[src/rtl/line_mem_responder_pkg.sv]
// Shared memory-message types for 16-byte line transfers, plus the
// len-to-byte-enable decode used by anything that writes partial lines.
package line_mem_responder_pkg;

  localparam int unsigned MemLineBytes = 16;

  localparam logic [2:0] MemTypeRead  = 3'd0;
  localparam logic [2:0] MemTypeWrite = 3'd1;
  localparam logic [2:0] MemTypeInit  = 3'd2;

  typedef struct packed {
    logic [2:0]   msg_type;
    logic [7:0]   opaque;
    logic [31:0]  addr;
    logic [3:0]   len;
    logic [127:0] data;
  } mem_req_16B_t;

  typedef struct packed {
    logic [2:0]   msg_type;
    logic [7:0]   opaque;
    logic [1:0]   test;
    logic [3:0]   len;
    logic [127:0] data;
  } mem_resp_16B_t;

  // len==0 means a full line; otherwise the low len bytes.
  function automatic logic [MemLineBytes-1:0] len_to_byte_en(input logic [3:0] len);
    if (len == 4'd0) return '1;
    return (16'd1 << len) - 16'd1;
  endfunction

endpackage

[src/rtl/line_mem_responder_line_store.sv]
// Line storage: one combinational read port, one synchronous byte-enabled write port.
// Contents are deliberately not reset.
module line_store
  import line_mem_responder_pkg::*;
#(
  parameter int unsigned p_num_lines = 16,
  localparam int unsigned IdxW = $clog2(p_num_lines)
) (
  input  logic                    clk,
  input  logic [IdxW-1:0]         rd_idx,
  output logic [127:0]            rd_data,
  input  logic                    wr_en,
  input  logic [IdxW-1:0]         wr_idx,
  input  logic [MemLineBytes-1:0] wr_be,
  input  logic [127:0]            wr_data
);

  logic [127:0] mem [p_num_lines];

  assign rd_data = mem[rd_idx];

  always_ff @(posedge clk) begin
    if (wr_en) begin
      for (int b = 0; b < MemLineBytes; b++) begin
        if (wr_be[b]) mem[wr_idx][b*8 +: 8] <= wr_data[b*8 +: 8];
      end
    end
  end

endmodule

[src/rtl/line_mem_responder.sv]
// Single-outstanding memory responder: accepts one line request, answers it
// after a fixed latency, and holds the response until the cache takes it.
module line_mem_responder
  import line_mem_responder_pkg::*;
#(
  parameter int unsigned p_num_lines = 16,
  parameter int unsigned p_latency   = 2
) (
  input  logic         clk,
  input  logic         reset,
  input  logic         memreq_val,
  output logic         memreq_rdy,
  input  logic [174:0] memreq_msg,
  output logic         memresp_val,
  input  logic         memresp_rdy,
  output logic [144:0] memresp_msg
);

  localparam int unsigned IdxW    = $clog2(p_num_lines);
  localparam logic [3:0]  LatLoad = 4'(p_latency - 1);

  typedef enum logic [1:0] {StIdle, StWait, StResp} state_e;

  state_e        state_q, state_d;
  logic [3:0]    cnt_q, cnt_d;
  mem_resp_16B_t resp_q, resp_d;

  mem_req_16B_t  req;
  logic          req_go;
  logic          wr_en;
  logic [127:0]  rd_data;

  assign req         = mem_req_16B_t'(memreq_msg);
  assign memreq_rdy  = (state_q == StIdle) && !reset;
  assign memresp_val = (state_q == StResp) && !reset;
  assign memresp_msg = resp_q;
  assign req_go      = memreq_val && memreq_rdy;
  assign wr_en       = req_go && (req.msg_type == MemTypeWrite || req.msg_type == MemTypeInit);

  line_store #(
    .p_num_lines(p_num_lines)
  ) u_store (
    .clk    (clk),
    .rd_idx (req.addr[4 +: IdxW]),
    .rd_data(rd_data),
    .wr_en  (wr_en),
    .wr_idx (req.addr[4 +: IdxW]),
    .wr_be  (len_to_byte_en(req.len)),
    .wr_data(req.data)
  );

  always_comb begin
    state_d = state_q;
    cnt_d   = cnt_q;
    resp_d  = resp_q;
    unique case (state_q)
      StIdle: begin
        if (req_go) begin
          // Read data is taken before the same-edge write lands.
          resp_d.msg_type = req.msg_type;
          resp_d.opaque   = req.opaque;
          resp_d.test     = 2'b00;
          resp_d.len      = req.len;
          resp_d.data     = (req.msg_type == MemTypeRead) ? rd_data : '0;
          if (p_latency == 1) begin
            state_d = StResp;
          end else begin
            state_d = StWait;
            cnt_d   = LatLoad;
          end
        end
      end
      StWait: begin
        cnt_d = cnt_q - 4'd1;
        if (cnt_q <= 4'd1) state_d = StResp;
      end
      StResp: begin
        if (memresp_val && memresp_rdy) state_d = StIdle;
      end
      default: state_d = StIdle;
    endcase
  end

  always_ff @(posedge clk) begin
    if (reset) begin
      state_q <= StIdle;
      cnt_q   <= '0;
      resp_q  <= '0;
    end else begin
      state_q <= state_d;
      cnt_q   <= cnt_d;
      resp_q  <= resp_d;
    end
  end

endmodule

[config.mk]
export PLATFORM = sky130hd
export DESIGN_NAME = line_mem_responder
export DESIGN_NICKNAME = d
export VERILOG_FILES = /design/src/rtl/line_mem_responder_pkg.sv /design/src/rtl/line_mem_responder_line_store.sv /design/src/rtl/line_mem_responder.sv
export SDC_FILE = /design/constraint.sdc
export NUM_CORES = 2
export LEC_CHECK = 0
export CORE_MARGIN = 2
export CORE_UTILIZATION = 59
export CTS_BUF_LIST = sky130_fd_sc_hd__clkbuf_2
export DETAILED_ROUTE_END_ITERATION = 10
export HOLD_SLACK_MARGIN = 0.06
export PLACE_DENSITY = 0.78
export SETUP_SLACK_MARGIN = 0.02
export SLEW_MARGIN = 5
export SYNTH_ARGS = -nofsm -noshare
export SYNTH_HDL_FRONTEND = slang
export SYNTH_HIERARCHICAL = 1
export SYNTH_SLANG_ARGS = --single-unit
[constraint.sdc]
create_clock -name clk -period 11.2 [get_ports clk]
set_input_delay 2.24 -clock clk [delete_from_list [all_inputs] [get_ports clk]]
set_output_delay 2.24 -clock clk [all_outputs]
set_load 0.02 [all_outputs]
# --- Word level (Yosys, flattened, before mapping) ---
# Memories as Yosys holds them, arrays and structs flattened.
# Cells that the tools add are included.
# Widths: inputs -> output; s select.
classes:
  n_addsub: 2
  mul: 0
  div: 0
  order_cmp: 1
  n_eq_ne: 7
  shift: 1
  muxes: 58
  n_bitwise: 0
  n_reduce_logical: 14
op_table:
  columns: ["op", "count"]
  rows:
  - ["$mux 128", 1]
  - ["$mux 1", 49]
  - ["$mux 16", 2]
  - ["$shl 1x4->16 const A", 1]
  - ["$sub 16x1->16 const B", 1]
  - ["$pmux 4 s2", 1]
  - ["$mux 2", 3]
  - ["$pmux 2 s3", 1]
  - ["$logic_and 1x1->1", 5]
  - ["$le 4x1->1 const B", 1]
  - ["$logic_not 4->1", 1]
  - ["$mux 4", 1]
  - ["$ne 2x2->1 const B", 2]
  - ["$reduce_and 2->1", 2]
  - ["$sub 4x1->4 const B", 1]
  - ["$eq 3x1->1 const B", 1]
  - ["$eq 3x2->1 const B", 1]
  - ["$logic_not 3->1", 1]
  - ["$reduce_and 3->1", 1]
  - ["$eq 2x1->1 const B", 1]
  - ["$eq 2x2->1 const B", 1]
  - ["$logic_not 2->1", 1]
  - ["$ne 2x1->1 const B", 1]
  - ["$reduce_bool 2->1", 1]
  - ["2 further kinds", 2]
word_totals:
  ff_bits: 149
  latchBits: 0
  mem_bits_rw: 2048
  mem_bits_ro: 0
  input_bits: 179
  output_inout_bits: 147
  word_cells: 90
  memories: 1
mem_list:
  columns: ["memory", "depth", "width", "read_ports", "rd_ports_with_merged_regs", "wr", "line", "source"]
  rows:
  - ["u_store.mem", 16, 128, 1, 0, 1, "line_mem_responder_line_store.sv:18", "logic [127:0] mem [p_num_lines];"]

# --- Longest topological paths before layout ---
depth:
  ltp_word: 6
  ltp_mapped: 11
  depth_no_buf: 8

# --- Hierarchy ---
# The synthesis kept the hierarchy.
by_module_without_submodules:
  columns: ["mod", "instances", "cells_per_inst", "area_per_inst_um2", "seq_area_each_um2"]
  rows:
  - ["line_store", 1, 3524, 78118.7, 61499.0]
  - ["line_mem_responder", 1, 724, 5740.5, 2982.9]

# --- Worst setup path after synthesis ---
# Ideal clock, no wire load.
synth_path:
  path_kind: "input to output"
  start: "input reset"
  end: "output memresp_val"
  t_arrival_ps: 3157
  required_ps: 8960
  slack_ps: 5803
  cell_stages: 3
  path_buffers: 2
  path_cell_list: "clkbuf_1 clkbuf_1 nor3b_1"
synth_between:
  elab_chain_cells: 2
synth_lines:
  columns: ["element", "line", "source"]
  rows:
  - ["start, declared", "line_mem_responder.sv:10", "input logic reset,"]
  - ["$logic_not 1->1", "line_mem_responder.sv:35", "assign memresp_val = (state_q == StResp) && !reset;"]
  - ["$logic_and 1x1->1", "line_mem_responder.sv:35", null]
  - ["end, declared", "line_mem_responder.sv:14", "output logic memresp_val,"]
# Every way passes these cells.

# --- Final worst setup path ---
# Same ends and word-level chain as after synthesis.

==> results.sh <==
export IMPL_post_route_drc_count=2
export IMPL_final_period_utilization_pct=50.7
export IMPL_postCtsSetupBuffers=0
export IMPL_seq_power_share_pct=59.7
export IMPL_final_cell_mix="2,048 x edfxtp_1, 797 x clkbuf_2, 482 x mux4_2"
export IMPL_crit_path_max_incr_delay_ns=0.57
export IMPL_numPortBuffers=295
export IMPL_synthMuxAreaShare_pct=13.9
export IMPL_cts_root_buf="clkbuf_2"
export IMPL_clk_pin_slew_ns=0.08
export IMPL_hold_class="reg2reg"
export IMPL_yosysWarnings=6
export IMPL_synth_seq_cells=2197
export IMPL_setup_viol=0
export IMPL_crit_buf_inv=2
export IMPL_fin_skew_ns=0.150
export IMPL_insertion_delay_ns=1.82
export IMPL_grt_max_degree=129
export IMPL_yosysTopAreaCellShare_pct=73.3
export IMPL_antenna_found_initial=31
export IMPL_rsz0062_at_grt="no"
export IMPL_failed_checks="DRC"
export IMPL_cp_cell_sequence="buf_6 -> nor3b_1 -> clkdlybuf4s50_1"
export IMPL_synth_simple_area_share_pct=4.00
export IMPL_p_comb_share_pct=5.4
export IMPL_grt_overflow_total=0
export IMPL_synth_edf_count=2048
export IMPL_synth_area_top_cells="edfxtp_1 73%, mux4_2 13%, dfxtp_1 3.6%, a22oi_1 2.0%, nand2_1 1.3%"
export IMPL_wire_per_inst_um=28.1
export IMPL_die_x_um=381
export IMPL_die_h_um=381
export IMPL_endpoint_kind="output port"
export IMPL_drt_iter0_drc=5661
export IMPL_dp_cells=6194
export IMPL_drive_gt1_share_pct=27.7
export IMPL_cts_htree_levels=6
export IMPL_clockBufferDepth=4
export IMPL_tightest_slew_ns=1.28
export IMPL_cp_max_fo=83
export IMPL_critPathSlowestCell="clkdlybuf4s50_1"
export IMPL_synth_cells=4248
export IMPL_p_int_mw=11.5
export IMPL_power_leakage_nw=29.9
export IMPL_grtUsageTotal_pct=27.7
export IMPL_synth_xor_area_share_pct=0.0313
export IMPL_vdd_drop_max_uv=111
export IMPL_grt_pass1_wl_um=292000
export IMPL_timing_final_max_slew_violations=0
export IMPL_ys_flop_type="edfxtp_1"
export IMPL_io_pins=326
export IMPL_initial_core_util_pct=59.4
export IMPL_switchingPower_mw=3.60
export IMPL_post_layout_nonfiller_instances=7143
export IMPL_postCtsResizedCells=0
export IMPL_nets=5034
export IMPL_hold_buffers=0
export IMPL_arrival_ns=3.44
export IMPL_routabilityCongestion=0.788
export IMPL_cts_tree="built"
export IMPL_async_reset_ff_share_pct=0
export IMPL_syn_area_um2=83900
export IMPL_hpwl_um=118000
export IMPL_dr_pass1_iters=9
export IMPL_dieArea_um2=145000
export IMPL_coreArea_um2=141000
export IMPL_synth_fa_ha_area_share_pct=0.0448
export IMPL_setup_tns_final_ns=0
export IMPL_synth_compound_area_share_pct=3.34
export IMPL_power_mw=15.1
export IMPL_ys_types=46
export IMPL_mostFrequentLayoutCell="edfxtp_1"
export IMPL_vias=45000
export IMPL_synth_seq_area_share_pct=76.9
export IMPL_syn_area_per_cell_um2=19.7
export IMPL_critPathTopFamily="buffers and inverters"
export IMPL_antenna_left=0
export IMPL_cap_violations=0
export IMPL_startpoint_type="input pin"
export IMPL_sw_frac_of_total_pct=23.9
export IMPL_fin_crit_ns=5.68
export IMPL_final_hold_violation_count=0
export IMPL_syn_to_final_growth_pct=11.0
export IMPL_worst_setup_path_type="in2out"
export IMPL_cts_made_buffers=546
export IMPL_placement_rows=138
export IMPL_vias_per_cell=6.30
export IMPL_first_global_vias=45600
export IMPL_required_ns=8.96
export IMPL_fmax_mhz=176
export IMPL_cts_sinks=2197
export IMPL_clockPowerShare_pct=34.9
export IMPL_outcome="finished with violations"
export IMPL_yosysTopAreaCell="edfxtp_1"
export IMPL_powerDensity_nw_per_um2=162
export IMPL_slew_headroom_pct=14.7
export IMPL_synth_top_family_by_area="multiplexers"
export IMPL_drt_wl_total_um=201000
-- cell families (layout without fill, tap and decap cells) --
logic type	count (synthesis)	count (layout)
AO/OA/AOI/OAI	418	418
XOR/XNOR	3	3
adder cells (fa/ha/maj)	3	3
buffers and inverters	285	1276
flip-flops	2197	2197
multiplexers	557	557
other	2	16
AND/OR/NAND/NOR	783	783
-- sequential cells by signal (all words and copies together) (netlist names) --
signal / flops
cnt_q: 4
memresp_msg: 143
u_store/mem: 2048
state_q: 2
-- power by group through the flow --
stage | clock (mW) | combinational [mW] | sequential (mW)
floorplan | 0 | 0.449 | 9.18
global placement | 0 | 0.794 | 9.17
global route | 5.77 | 0.863 | 8.99
CTS | 5.37 | 0.813 | 8.98
detailed placement | 0 | 0.811 | 9.17
finish | 5.26 | 0.815 | 8.98
-- metrics by stage --
step	setup slack [ns]	hold WS, ns	instance area [µm²]	utilization (%)
global placement	4.48	0.439	88200	62.4
global route	5.41	0.467	93100	65.9
detailed placement	4.41	0.444	88200	62.4
CTS	5.48	0.457	93100	65.9
floorplan	5.80	0.458	83900	-
finish	5.52	0.454	93100	65.9
-- final timing paths --
kind,slack (ns),end,startpoint,cells past startpoint
setup / recovery,5.52,memresp_val,reset,3
hold / removal,0.45,memresp_msg[47],memresp_msg[47],2
setup reg to reg,7.65,u_store/mem[11][46],state_q[0],5
hold reg to reg,0.45,memresp_msg[47],memresp_msg[47],2
-- cells in the mapped netlist (2+ instances only) --
cell type and count:
nor2_1 268, o22ai_1 2, dfxtp_1 149, nand2b_1 16, o21ai_1 2, buf_4 34, clkbuf_1 146, o32a_1 2
and2_1 3, nand3b_1 15, conb_1 2, o221ai_1 20, a221oi_1 10, edfxtp_1 2048, ha_1 3, mux4_2 482
o21ai_0 16, or2_2 2, buf_6 25, or3_1 4, buf_2 69, o22a_1 5, nand2_1 295, a21oi_1 135
mux2i_1 20, xor2_1 2, nand3_1 137, inv_1 4, buf_1 6, nor2b_1 31, mux2_2 55, nor3_1 6
a22oi_1 221
-- layer usage --
| layer | track usage (%) | up-vias | share of wire, % |
|---|---|---|---|
| li1 | - | 18800 | - |
| met5 | 0.529 | - | 0.17 |
| met1 | 36.8 | 22900 | 36 |
| met4 | 10.8 | 38 | 3.2 |
| met3 | 8.79 | 443 | 12 |
| met2 | 43.4 | 2834 | 49 |
-- area by class of cell --
class / instances / area (µm²)
Sequential cell: 2197 / 64500
Timing Repair Buffer: 336 / 3320
Inverter: 4 / 15.0
Clock buffer: 797 / 3990
Antenna cell: 13 / 32.5
Fill cell: 9398 / 48100
Clock inverter: 139 / 900
Tap cell: 1890 / 2360
Multi-Input combinational cell: 1767 / 18000
-- worst reg2reg max path: cells and delay by family (launching register included) --
family / cells / cell delay [ns]
buffers and inverters: 1 / 0.37
flip-flops: 1 / 0.43
AND/OR/NAND/NOR: 4 / 2.29
(Power assumes the default switching activity.)
